`src/rtl/calc_pkg.sv`:
```
// Shared calculator-datapath definitions: FSM encoding, op encoding and
// default operand geometry used by the add/sub unit and its neighbours.
package calc_pkg;

    typedef enum logic [1:0] {
        IDLE = 2'd0,
        BUSY = 2'd1,
        DONE = 2'd2
    } state_t;

    localparam logic OP_ADD = 1'b0;
    localparam logic OP_SUB = 1'b1;

    localparam int DEFAULT_WIDTH = 16;
    localparam int DEFAULT_DIGIT = 4;

endpackage

```
`src/rtl/addsub_serial_unit_digit_adder.sv`:
```
// Combinational DIGIT-bit ripple slice; c_msb is the carry entering the top
// bit of the slice, recovered from the sum and operand bits at that position.
module digit_adder
    import calc_pkg::*;
#(
    parameter int DIGIT = DEFAULT_DIGIT
) (
    input  logic [DIGIT-1:0] x,
    input  logic [DIGIT-1:0] y,
    input  logic             cin,
    output logic [DIGIT-1:0] sum,
    output logic             cout,
    output logic             c_msb
);

    logic [DIGIT:0] full;

    assign full  = {1'b0, x} + {1'b0, y} + {{DIGIT{1'b0}}, cin};
    assign sum   = full[DIGIT-1:0];
    assign cout  = full[DIGIT];
    assign c_msb = full[DIGIT-1] ^ x[DIGIT-1] ^ y[DIGIT-1];

endmodule

```
`src/rtl/addsub_serial_unit.sv`:
```
// Digit-serial two's-complement adder/subtractor with valid/ready on both sides.
// Handshakes: a transfer happens on a rising edge where valid and ready are both 1.
module addsub_serial_unit
    import calc_pkg::*;
#(
    parameter int WIDTH = DEFAULT_WIDTH,
    parameter int DIGIT = DEFAULT_DIGIT
) (
    input  logic             Clk,
    input  logic             Rst,
    input  logic             in_valid,
    output logic             in_ready,
    input  logic             op_sub,
    input  logic [WIDTH-1:0] a,
    input  logic [WIDTH-1:0] b,
    output logic             out_valid,
    input  logic             out_ready,
    output logic [WIDTH-1:0] result,
    output logic             carry,
    output logic             ovf,
    output logic             zero,
    output logic             neg,
    output state_t           state
);

    localparam int N  = WIDTH / DIGIT;
    localparam int CW = (N > 1) ? $clog2(N) : 1;

    logic [WIDTH-1:0] a_sr;
    logic [WIDTH-1:0] b_sr;
    logic [WIDTH-1:0] acc;
    logic [WIDTH-1:0] acc_next;
    logic [CW-1:0]    cnt;
    logic             run_c;
    logic             op_q;
    logic [DIGIT-1:0] dsum;
    logic             dcout;
    logic             dcmsb;
    logic             last;

    digit_adder #(.DIGIT(DIGIT)) u_digit_adder (
        .x     (a_sr[DIGIT-1:0]),
        .y     (b_sr[DIGIT-1:0]),
        .cin   (run_c),
        .sum   (dsum),
        .cout  (dcout),
        .c_msb (dcmsb)
    );

    // New digit enters at the MSB end so the word is aligned after N shifts.
    assign acc_next = WIDTH'({dsum, acc} >> DIGIT);
    assign last     = (cnt == CW'(N - 1));

    always_ff @(posedge Clk) begin
        if (Rst) begin
            state     <= IDLE;
            in_ready  <= 1'b1;
            out_valid <= 1'b0;
            result    <= '0;
            carry     <= 1'b0;
            ovf       <= 1'b0;
            zero      <= 1'b0;
            neg       <= 1'b0;
            a_sr      <= '0;
            b_sr      <= '0;
            acc       <= '0;
            cnt       <= '0;
            run_c     <= 1'b0;
            op_q      <= 1'b0;
        end else begin
            case (state)
                IDLE: begin
                    if (in_valid && in_ready) begin
                        a_sr     <= a;
                        b_sr     <= (op_sub == OP_SUB) ? ~b : b;
                        op_q     <= op_sub;
                        run_c    <= op_sub;
                        cnt      <= '0;
                        acc      <= '0;
                        in_ready <= 1'b0;
                        state    <= BUSY;
                    end
                end
                BUSY: begin
                    a_sr  <= a_sr >> DIGIT;
                    b_sr  <= b_sr >> DIGIT;
                    acc   <= acc_next;
                    run_c <= dcout;
                    cnt   <= cnt + CW'(1);
                    if (last) begin
                        result    <= acc_next;
                        // Subtract reports borrow, the inverse of the raw carry.
                        carry     <= dcout ^ op_q;
                        ovf       <= dcmsb ^ dcout;
                        zero      <= (acc_next == '0);
                        neg       <= acc_next[WIDTH-1];
                        out_valid <= 1'b1;
                        state     <= DONE;
                    end
                end
                DONE: begin
                    if (out_ready) begin
                        out_valid <= 1'b0;
                        in_ready  <= 1'b1;
                        state     <= IDLE;
                    end
                end
                default: begin
                    state     <= IDLE;
                    in_ready  <= 1'b1;
                    out_valid <= 1'b0;
                end
            endcase
        end
    end

endmodule
```
`config.mk`:
```
export PLATFORM = sky130hd
export DESIGN_NAME = addsub_serial_unit
export DESIGN_NICKNAME = d
export VERILOG_FILES = /design/src/rtl/calc_pkg.sv /design/src/rtl/addsub_serial_unit_digit_adder.sv /design/src/rtl/addsub_serial_unit.sv
export SDC_FILE = /design/constraint.sdc
export NUM_CORES = 1
export LEC_CHECK = 0
export BUFFER_PORTS_ARGS = -buffer_cell sky130_fd_sc_hd__buf_2
export CAP_MARGIN = 40
export CORE_MARGIN = 3
export CORE_UTILIZATION = 59
export DETAILED_ROUTE_END_ITERATION = 10
export PLACE_DENSITY = 0.85
export SLEW_MARGIN = 10
export SYNTH_ARGS = -nofsm -noshare
export SYNTH_HDL_FRONTEND = slang
export SYNTH_SLANG_ARGS = --single-unit
```
`constraint.sdc`:
```
create_clock -name Clk -period 3.7 [get_ports Clk]
set_input_delay 0.185 -clock Clk [delete_from_list [all_inputs] [get_ports Clk]]
set_output_delay 0.185 -clock Clk [all_outputs]
set_load 0.01 [all_outputs]
```
Word level (Yosys, flattened, before mapping)
Index checks and enable logic that the tools add are counted.

word-level totals
  register bits = 76
  input port bits = 37
  output and inout bits = 24
  logic and storage cells = 61

operators by class
  add/subtract/negate cells = 3
  eq/ne operators = 6
  multiplexer cells = 21
  bitwise operators = 7
  reductions and logical operators = 10

operator list
  kind                                                  count
  one-hot mux 16 bit (2 select lines)                   3
  2-to-1 mux 16 bit                                     4
  zero test 16 bit                                      1
  NOT 16 bit                                            1
  AND reduction 3 bit                                   3
  2-to-1 mux 2 bit                                      4
  != test 2 bit (second input constant)                 3
  one-hot mux 1 bit (3 select lines)                    2
  one-hot mux 2 bit (3 select lines)                    1
  AND reduction 2 bit                                   3
  adder 4 x 4 -> 5 bit                                  1
  adder 5 x 1 -> 5 bit                                  1
  2-to-1 mux 1 bit                                      5
  equality test 2 bit (second input constant)           2
  one-hot mux 2 bit (2 select lines)                    1
  bitwise XOR 1 bit                                     4
  adder 2 x 1 -> 2 bit (second input constant)          1
  equality test 2 x 1 -> 1 bit (second input constant)  1
  zero test 2 bit                                       1
  NOT 1 bit                                             2
  one-hot mux 1 bit (2 select lines)                    1
  nonzero test 2 bit                                    1
  logical AND 1 bit                                     1

Longest topological paths before layout
Gate-level depths: netlist (run 1).

  word-level depth = 5
  gate-level depth with buffers = 8

Modules after synthesis
Synthesis (run 1) repeated with hierarchy kept, for this count alone.

unflattened totals
  cell total of the unflattened synthesis = 378
  area total of the unflattened synthesis = 3281.9 um^2

modules (own cells, without submodules)
  module              times used  cells an instance  area an instance (um^2)  seq. area each (um^2)
  addsub_serial_unit  1           355                3099.2                   1421.4
  digit_adder         1           23                 182.7                    0.0

Worst setup path before layout (run 1)
OpenSTA, ideal clock, no wires.

  kind = register to register
  from = register a_sr[0]
  to = register zero
  library setup time = 70 ps
  data arrival time = 2123 ps
  data required time = 3630 ps
  path slack = 1507 ps
  cell stages (with the launch flop) = 9
  path through = dfxtp_1 -> inv_1 -> fa_1 -> inv_1 -> fa_1 -> nor4b_1 -> nand4_1 -> a2111o_1 -> a21oi_1

on the way
  word-level cells in the longest chain between the ends = 3

ends and longest elaborated chain
  element                   RTL line                              source
  start: declaration        addsub_serial_unit.sv:29              logic [WIDTH-1:0] a_sr;
  start signal: assignment  addsub_serial_unit.sv:85              a_sr <= a_sr >> DIGIT;
  adder 4 x 4 -> 5 bit      addsub_serial_unit_digit_adder.sv:18  assign full = {1'b0, x} + {1'b0, y} + {{DIGIT{1'b0}}, cin};
  adder 5 x 1 -> 5 bit      addsub_serial_unit_digit_adder.sv:18
  net dsum[1]               addsub_serial_unit.sv:36              logic [DIGIT-1:0] dsum;
  zero test 16 bit          addsub_serial_unit.sv:95              zero <= (acc_next == '0);
  end signal: assignment    addsub_serial_unit.sv:95
  end: declaration          addsub_serial_unit.sv:21              output logic zero,

The timed path passes the listed nets, and every way through them passes these cells.
A chain may end at the register's enable or synchronous reset.

Final worst setup path (run 1)
Same ends and word-level chain as after synthesis.

==> metrics.txt, run 1 <==
Synth Warn # 0; GRT Total Usage 25.2%; RSZ-0062 raised after global routing no; Ant. Diodes 0; share of flip-flops with an asynchronous set or reset 0%; DP Cell Count 482; Final Hold Fails 0; register bit count reported by yosys 71; leak pwr 1.48 nW; setup bufs post-CTS 0; post-cts gate resize count 0; TritonCTS buffer count 9; most frequent cell after synthesis nand2_1; CTS tree done; routed vias/inst 5.62; drt drc 0; DR vias 2799; Hold Path Stages 3; IO Count 61; Slew @ Worst Pin 0.884 ns; CTS clk-pin slew, worst paths 0.08 ns; WL final 7120 um; Post-synth top flop dfxtp_1; core area 4880 um^2; initial antenna violation count 0; worst skew pair latency 0.35 ns; RR Endpoint zero$_SDFFE_PP0P_; DR pass1 iterations 4; root buf cell clkbuf_8; clk sinks 71; P&R area growth vs syn 17.0%; status complete, no violations; layout cell share with drive strength beyond 1 19.5%; Pwr Density 485 nW/um^2; relative slew slack 40.9%; Max Clk Rate 0.413 GHz; Setup crit start kind flop; Nets 469; top post-synthesis cells by area dfxtp_1 (46%), nand2_1 (11%), a21oi_1 (5.5%); largest area contributor in the netlist dfxtp_1; kind of end point of the critical path flop; worst-case reg-to-reg path depth 8; gpl congestion 0.794; GRT busiest layer met2; type of the worst setup path reg -> reg; flop-to-flop setup slack 1.28 ns; Hold Crit Start a[13]; DRT antenna net count 0; final setup vio count 0; most frequent cells after synthesis nand2_1 (90), dfxtp_1 (71), nor2_1 (36), a21oi_1 (34), nand3_1 (28); CTS Hold Bufs 0; Non-Filler Instances 498; Final min period 2.42 ns; MaxCap Viol Count 0; first-pass GRT wire length 12200 um; GRT overflow 0; Final Skew 0.00588 ns; Die ar. 6130 um^2; Avg Cell Area, Syn 8.07 um^2; Seq/Total Area, Yosys 46.1%; chip width 78.3 um; largest net degree at the start of global routing 43; Synth Cell Area 3080 um^2; Post-synth EDFFs 0; Rows 25; setup TNS 0 ns; routed len/inst 14.3 um; Max Root-Sink Buffers 2; top-area cell type share of the netlist area 46.1%; PortBufs 60; HPWL after DPL 4630 um; Cell variety after synth 40; WHS 0.0755 ns; die height 78.3 um; Iter 0 DRT Violations 216; routing usage on met3 4.24%; peak supply drop 0.292 mV; fillcell total 387; initial core utilization 63.2%; Post-Synthesis Cells 382; syn nets 425; GR Layer Usage met1 31.7%; period utilization 65.5%; count of final max-slew check failures 0; Worst Path Max Fanout 3; reg-to-reg startpoint a_sr[0]$_SDFFE_PP0P_; Max H-tree Level 3; hold path endpoint a_sr[13]$_SDFFE_PP0P_; worst min path class in -> reg; vias in the first global route 2750; WP data arrival 2.70 ns; WP data required 3.98 ns; met2 usage 41.6%
## layer usage
metal / routed length (um) / vias to the layer above
li1: - / 1400
met1: 3110 / 1295
met2: 3430 / 93
met3: 453 / 11
met4: 121 / 0
met5: 0 / -
## how the worst max path moves through the flow
stage	start	endpoint	slack, ns	cells after the start
6_report	a_sr[0]$_SDFFE_PP0P_	zero$_SDFFE_PP0P_	1.28	8
5_1_grt	a_sr[0]$_SDFFE_PP0P_	zero$_SDFFE_PP0P_	1.12	8
3_5_place_dp	a_sr[0]$_SDFFE_PP0P_	zero$_SDFFE_PP0P_	1.27	8
4_1_cts	a_sr[0]$_SDFFE_PP0P_	zero$_SDFFE_PP0P_	1.28	8
2_1_floorplan	a_sr[0]$_SDFFE_PP0P_	zero$_SDFFE_PP0P_	1.51	8
3_3_place_gp	a_sr[0]$_SDFFE_PP0P_	zero$_SDFFE_PP0P_	1.44	8
## worst max-delay path: stages (launching register included)
cell and delay, ns:
dfxtp_1 0.34, inv_1 0.07, fa_1 0.42, inv_1 0.08, fa_1 0.45, nor4b_1 0.32
nand4_1 0.14, a2111o_1 0.40, a21oi_1 0.13
## cell usage in the layout (no fill, tap or decap), types with 3 or more instances in the layout
master	n
a2111oi_0	4
a21oi_1	34
a22oi_1	4
a311oi_1	12
a31oi_1	13
and3b_1	3
buf_2	60
buf_4	3
clkbuf_8	10
clkinv_2	3
dfxtp_1	71
ha_1	4
inv_1	4
nand2_1	90
nand3_1	28
nand3b_1	3
nor2_1	36
xnor2_1	4
xor2_1	14
## per-stage QoR
step                total power [W]  cell area [um^2]  worst slack, ns  utilization, %
floorplan                   0.00101              3080             1.51               -
global route                0.00181              3610             1.12            73.9
detailed placement          0.00108              3380             1.27            69.4
finish                      0.00175              3610             1.28            73.9
global placement            0.00106              3360             1.44            68.9
CTS                         0.00175              3610             1.28            73.9
## sequential cells by signal (all words and copies together), names as in the netlist
name / count
a_sr: 16
b_sr: 16
result: 15
acc: 12
cnt: 2
state: 2
carry: 1
in_ready: 1
neg: 1
op_q: 1
out_valid: 1
ovf: 1
run_c: 1
zero: 1
## where the power goes
group,switching (W),internal (W)
logic,0.000139,0.0000907
registers,0.0000281,0.000804
clock network,0.000290,0.000395
total,0.000457,0.00129
## logic make-up after synthesis
kind of cell	after synthesis	synth area share, %
simple gates	174	24.6
compound gates	78	16.6
flops	71	46.1
buf+inv	35	4.71
xor+xnor	18	5.11
fa+ha+maj	6	2.92
## final cells by class
cell class / count / area (um^2) / area share [%]
multi-input cells: 276 / 1520 / 42.2
flip-flops and latches: 71 / 1420 / 39.4
repair buffers: 64 / 343 / 9.51
clock buffers: 10 / 138 / 3.82
clock inverters: 6 / 83.8 / 2.32
well taps: 67 / 83.8 / 2.32
inverters: 4 / 15.0 / 0.416
(Power assumes the default switching activity.)
==> run 2: changes to the inputs <==
--- a/config.mk
+++ b/config.mk
@@ -8,9 +8,9 @@
 export BUFFER_PORTS_ARGS = -buffer_cell sky130_fd_sc_hd__buf_2
 export CAP_MARGIN = 40
 export CORE_MARGIN = 3
-export CORE_UTILIZATION = 59
+export CORE_UTILIZATION = 54
 export DETAILED_ROUTE_END_ITERATION = 10
-export PLACE_DENSITY = 0.85
+export PLACE_DENSITY = 0.78
 export SLEW_MARGIN = 10
 export SYNTH_ARGS = -nofsm -noshare
 export SYNTH_HDL_FRONTEND = slang
==> constraint.sdc (replaced) <==
create_clock -name Clk -period 2.5 [get_ports Clk]
set_input_delay 0.125 -clock Clk [delete_from_list [all_inputs] [get_ports Clk]]
set_output_delay 0.125 -clock Clk [all_outputs]
set_load 0.01 [all_outputs]
==> run 2 against run 1 <==
Against the previous run:
- utilization fell by 5.3 points
- sequential power rose by 48%
- wire length fell by 2.0%
- die area rose by 8.5%
- critical endpoint unchanged
- highest routed layer unchanged
==> metrics.txt, run 2 (synthesis gave the netlist of run 1 again) <==
Max H-tree Level 3 (unchanged); DR pass1 iterations 4 (unchanged); Pwr Density 696 nW/um^2 (+44%); chip width 81.6 um (+4.2%); Nets 474 (+1.1%); WP data arrival 2.64 ns (-0.06 ns); type of the worst setup path reg -> reg; Iter 0 DRT Violations 180 (-17%); WL final 6970 um (-2.0%); kind of end point of the critical path flop; DRT antenna net count 0 (unchanged); GRT overflow 0 (unchanged); Setup crit start kind flop; Internal 0.00187 W (+45%); PortBufs 60 (unchanged); P&R area growth vs syn 18.0%; Rows 26 (+4.0%); combinational share of power 13.4% (+0.3 points); vias in the first global route 2596 (-5.6%); worst min path class in -> reg; Placed Area 3410 um^2 (+0.63%); leak pwr 1.49 nW (+0.84%); Sw Pwr 0.000658 W (+44%); die height 81.6 um (+4.2%); initial antenna violation count 0 (unchanged); leading cell types in the layout, fill and taps excluded nand2_1 (90), dfxtp_1 (71), buf_2 (60), nor2_1 (36), a21oi_1 (34); routed len/inst 13.8 um (-3.6%); TritonCTS buffer count 9 (unchanged); Max Root-Sink Buffers 2 (unchanged); Worst Path Buf+Inv 2 (unchanged); DR vias 2812 (+0.46%); Max Clk Rate 0.423 GHz (+2.6%); Final Hold Fails 0 (unchanged); HPWL after DPL 4640 um (+0.22%); most common cell after layout, fill and taps aside nand2_1; CTS tree done; final setup margin 0.137 ns (-1.14 ns); RSZ-0062 raised after global routing no; WP data required 2.77 ns (-1.21 ns); first-pass GRT wire length 11600 um (-5.0%); sw frac 26.0% (-0.15 points); root buf cell clkbuf_8; count of final max-slew check failures 0 (unchanged); Final Skew 0.00456 ns (-0.00132 ns); period utilization 94.5% (+29 points); initial core utilization 58.1% (-5.0 points); Die ar. 6650 um^2 (+8.5%); CP Cell Sequence inv_1 > fa_1 > inv_1 > fa_1 > nor4b_2 > nand4_1 > a2111o_1 > a21oi_1; Largest regs a_sr (16), b_sr (16), result (15); Worst Path Max Fanout 3 (unchanged); routed vias/inst 5.56 (-1.1%); clk sinks 71 (unchanged); drt drc 0 (unchanged); status complete, no violations; IO Count 61 (unchanged); layout cell share with drive strength beyond 1 20.4% (+0.92 points); Final Instance Area 3640 um^2 (+0.90%); core area 5300 um^2 (+8.7%); peak supply drop 0.455 mV (+56%); setup TNS 0 ns (unchanged); gpl congestion 0.776 (-2.2%); Final min period 2.36 ns (-0.0604 ns); MaxCap Viol Count 0 (unchanged); fillcell total 482 (+25%); share of total power in the clock network 38.0% (-1.2 points); Ant. Diodes 0 (unchanged); relative slew slack 48.7% (+7.8 points); CP max stage cell fa_1; CP top delay family adder cells; GRT Total Usage 22.4% (-2.8 points); final setup vio count 0 (unchanged); pre-CTS setup slack 0.100 ns (-1.17 ns); Slew @ Worst Pin 0.769 ns (-0.115 ns); Worst path max stage delay 0.46 ns (about the same); largest net degree at the start of global routing 43 (unchanged); Reg power frac 48.7% (+1.1 points); CTS clk-pin slew, worst paths 0.07 ns (about the same); worst skew pair latency 0.34 ns (about the same)
run 2: layer usage:
layer,GRT usage (%),routed length [um],vias to the layer above
li1,-,-,1406
met1,28.0,3220,1319
met2,37.9,3290,83
met3,6.14,414,4
met4,6.59,46,0
met5,0,0,-
run 2: worst register-to-register path, cell delays in order (launching register included):
cell,delay [ns]
dfxtp_1,0.34
inv_1,0.06
fa_1,0.43
inv_1,0.08
fa_1,0.46
nor4b_2,0.26
nand4_1,0.13
a2111o_1,0.39
a21oi_1,0.13
run 2: cell type report:
class                   count  area (um^2)  area share [%]
multi-input cells         276         1530            42.0
well taps                  70         87.6            2.41
clock inverters             4         51.3            1.41
inverters                   4         15.0           0.413
repair buffers             69          370            10.2
clock buffers              12          165            4.54
flip-flops and latches     71         1420            39.1
run 2: metrics by stage:
stage / utilization [%] / power (W) / cells / hold slack [ns]
final: 68.6 / 0.00253 / 506 / 0.0185
after global routing: 68.6 / 0.00265 / 506 / 0.0273
after CTS: 68.5 / 0.00255 / 506 / 0.00196
after detailed placement: 64.2 / 0.00159 / 489 / 0.368
after global placement: 64.2 / 0.00158 / 489 / 0.359
after floorplan: - / 0.00149 / 382 / 0.273
run 2: power groups by stage:
| stage | logic [W] | registers (W) | clock network (W) |
|---|---|---|---|
| 2_1_floorplan | 0.000243 | 0.00125 | 0 |
| 3_3_place_gp | 0.000322 | 0.00125 | 0 |
| 3_5_place_dp | 0.000332 | 0.00126 | 0 |
| 4_1_cts | 0.000335 | 0.00123 | 0.000983 |
| 5_1_grt | 0.000380 | 0.00124 | 0.00103 |
| 6_report | 0.000338 | 0.00123 | 0.000961 |
run 2: worst paths after layout:
path                            cells past startpoint              startpoint                     end  slack, ns
worst min register to register                      2  result[2]$_SDFFE_PP0P_  result[2]$_SDFFE_PP0P_       0.45
worst max register to register                      8    a_sr[0]$_SDFFE_PP0P_       zero$_SDFFE_PP0P_       0.14
worst min-delay path                                3                   a[15]   a_sr[15]$_SDFFE_PP0P_       0.02
worst max-delay path                                8    a_sr[0]$_SDFFE_PP0P_       zero$_SDFFE_PP0P_       0.14
run 2: what timing repair did:
action,CTS,global route
endpoints found under the setup margin,0,1
hold endpoints to repair,1,0
setup buffers,0,0
gates resized for setup,0,1
hold buffers,1,0
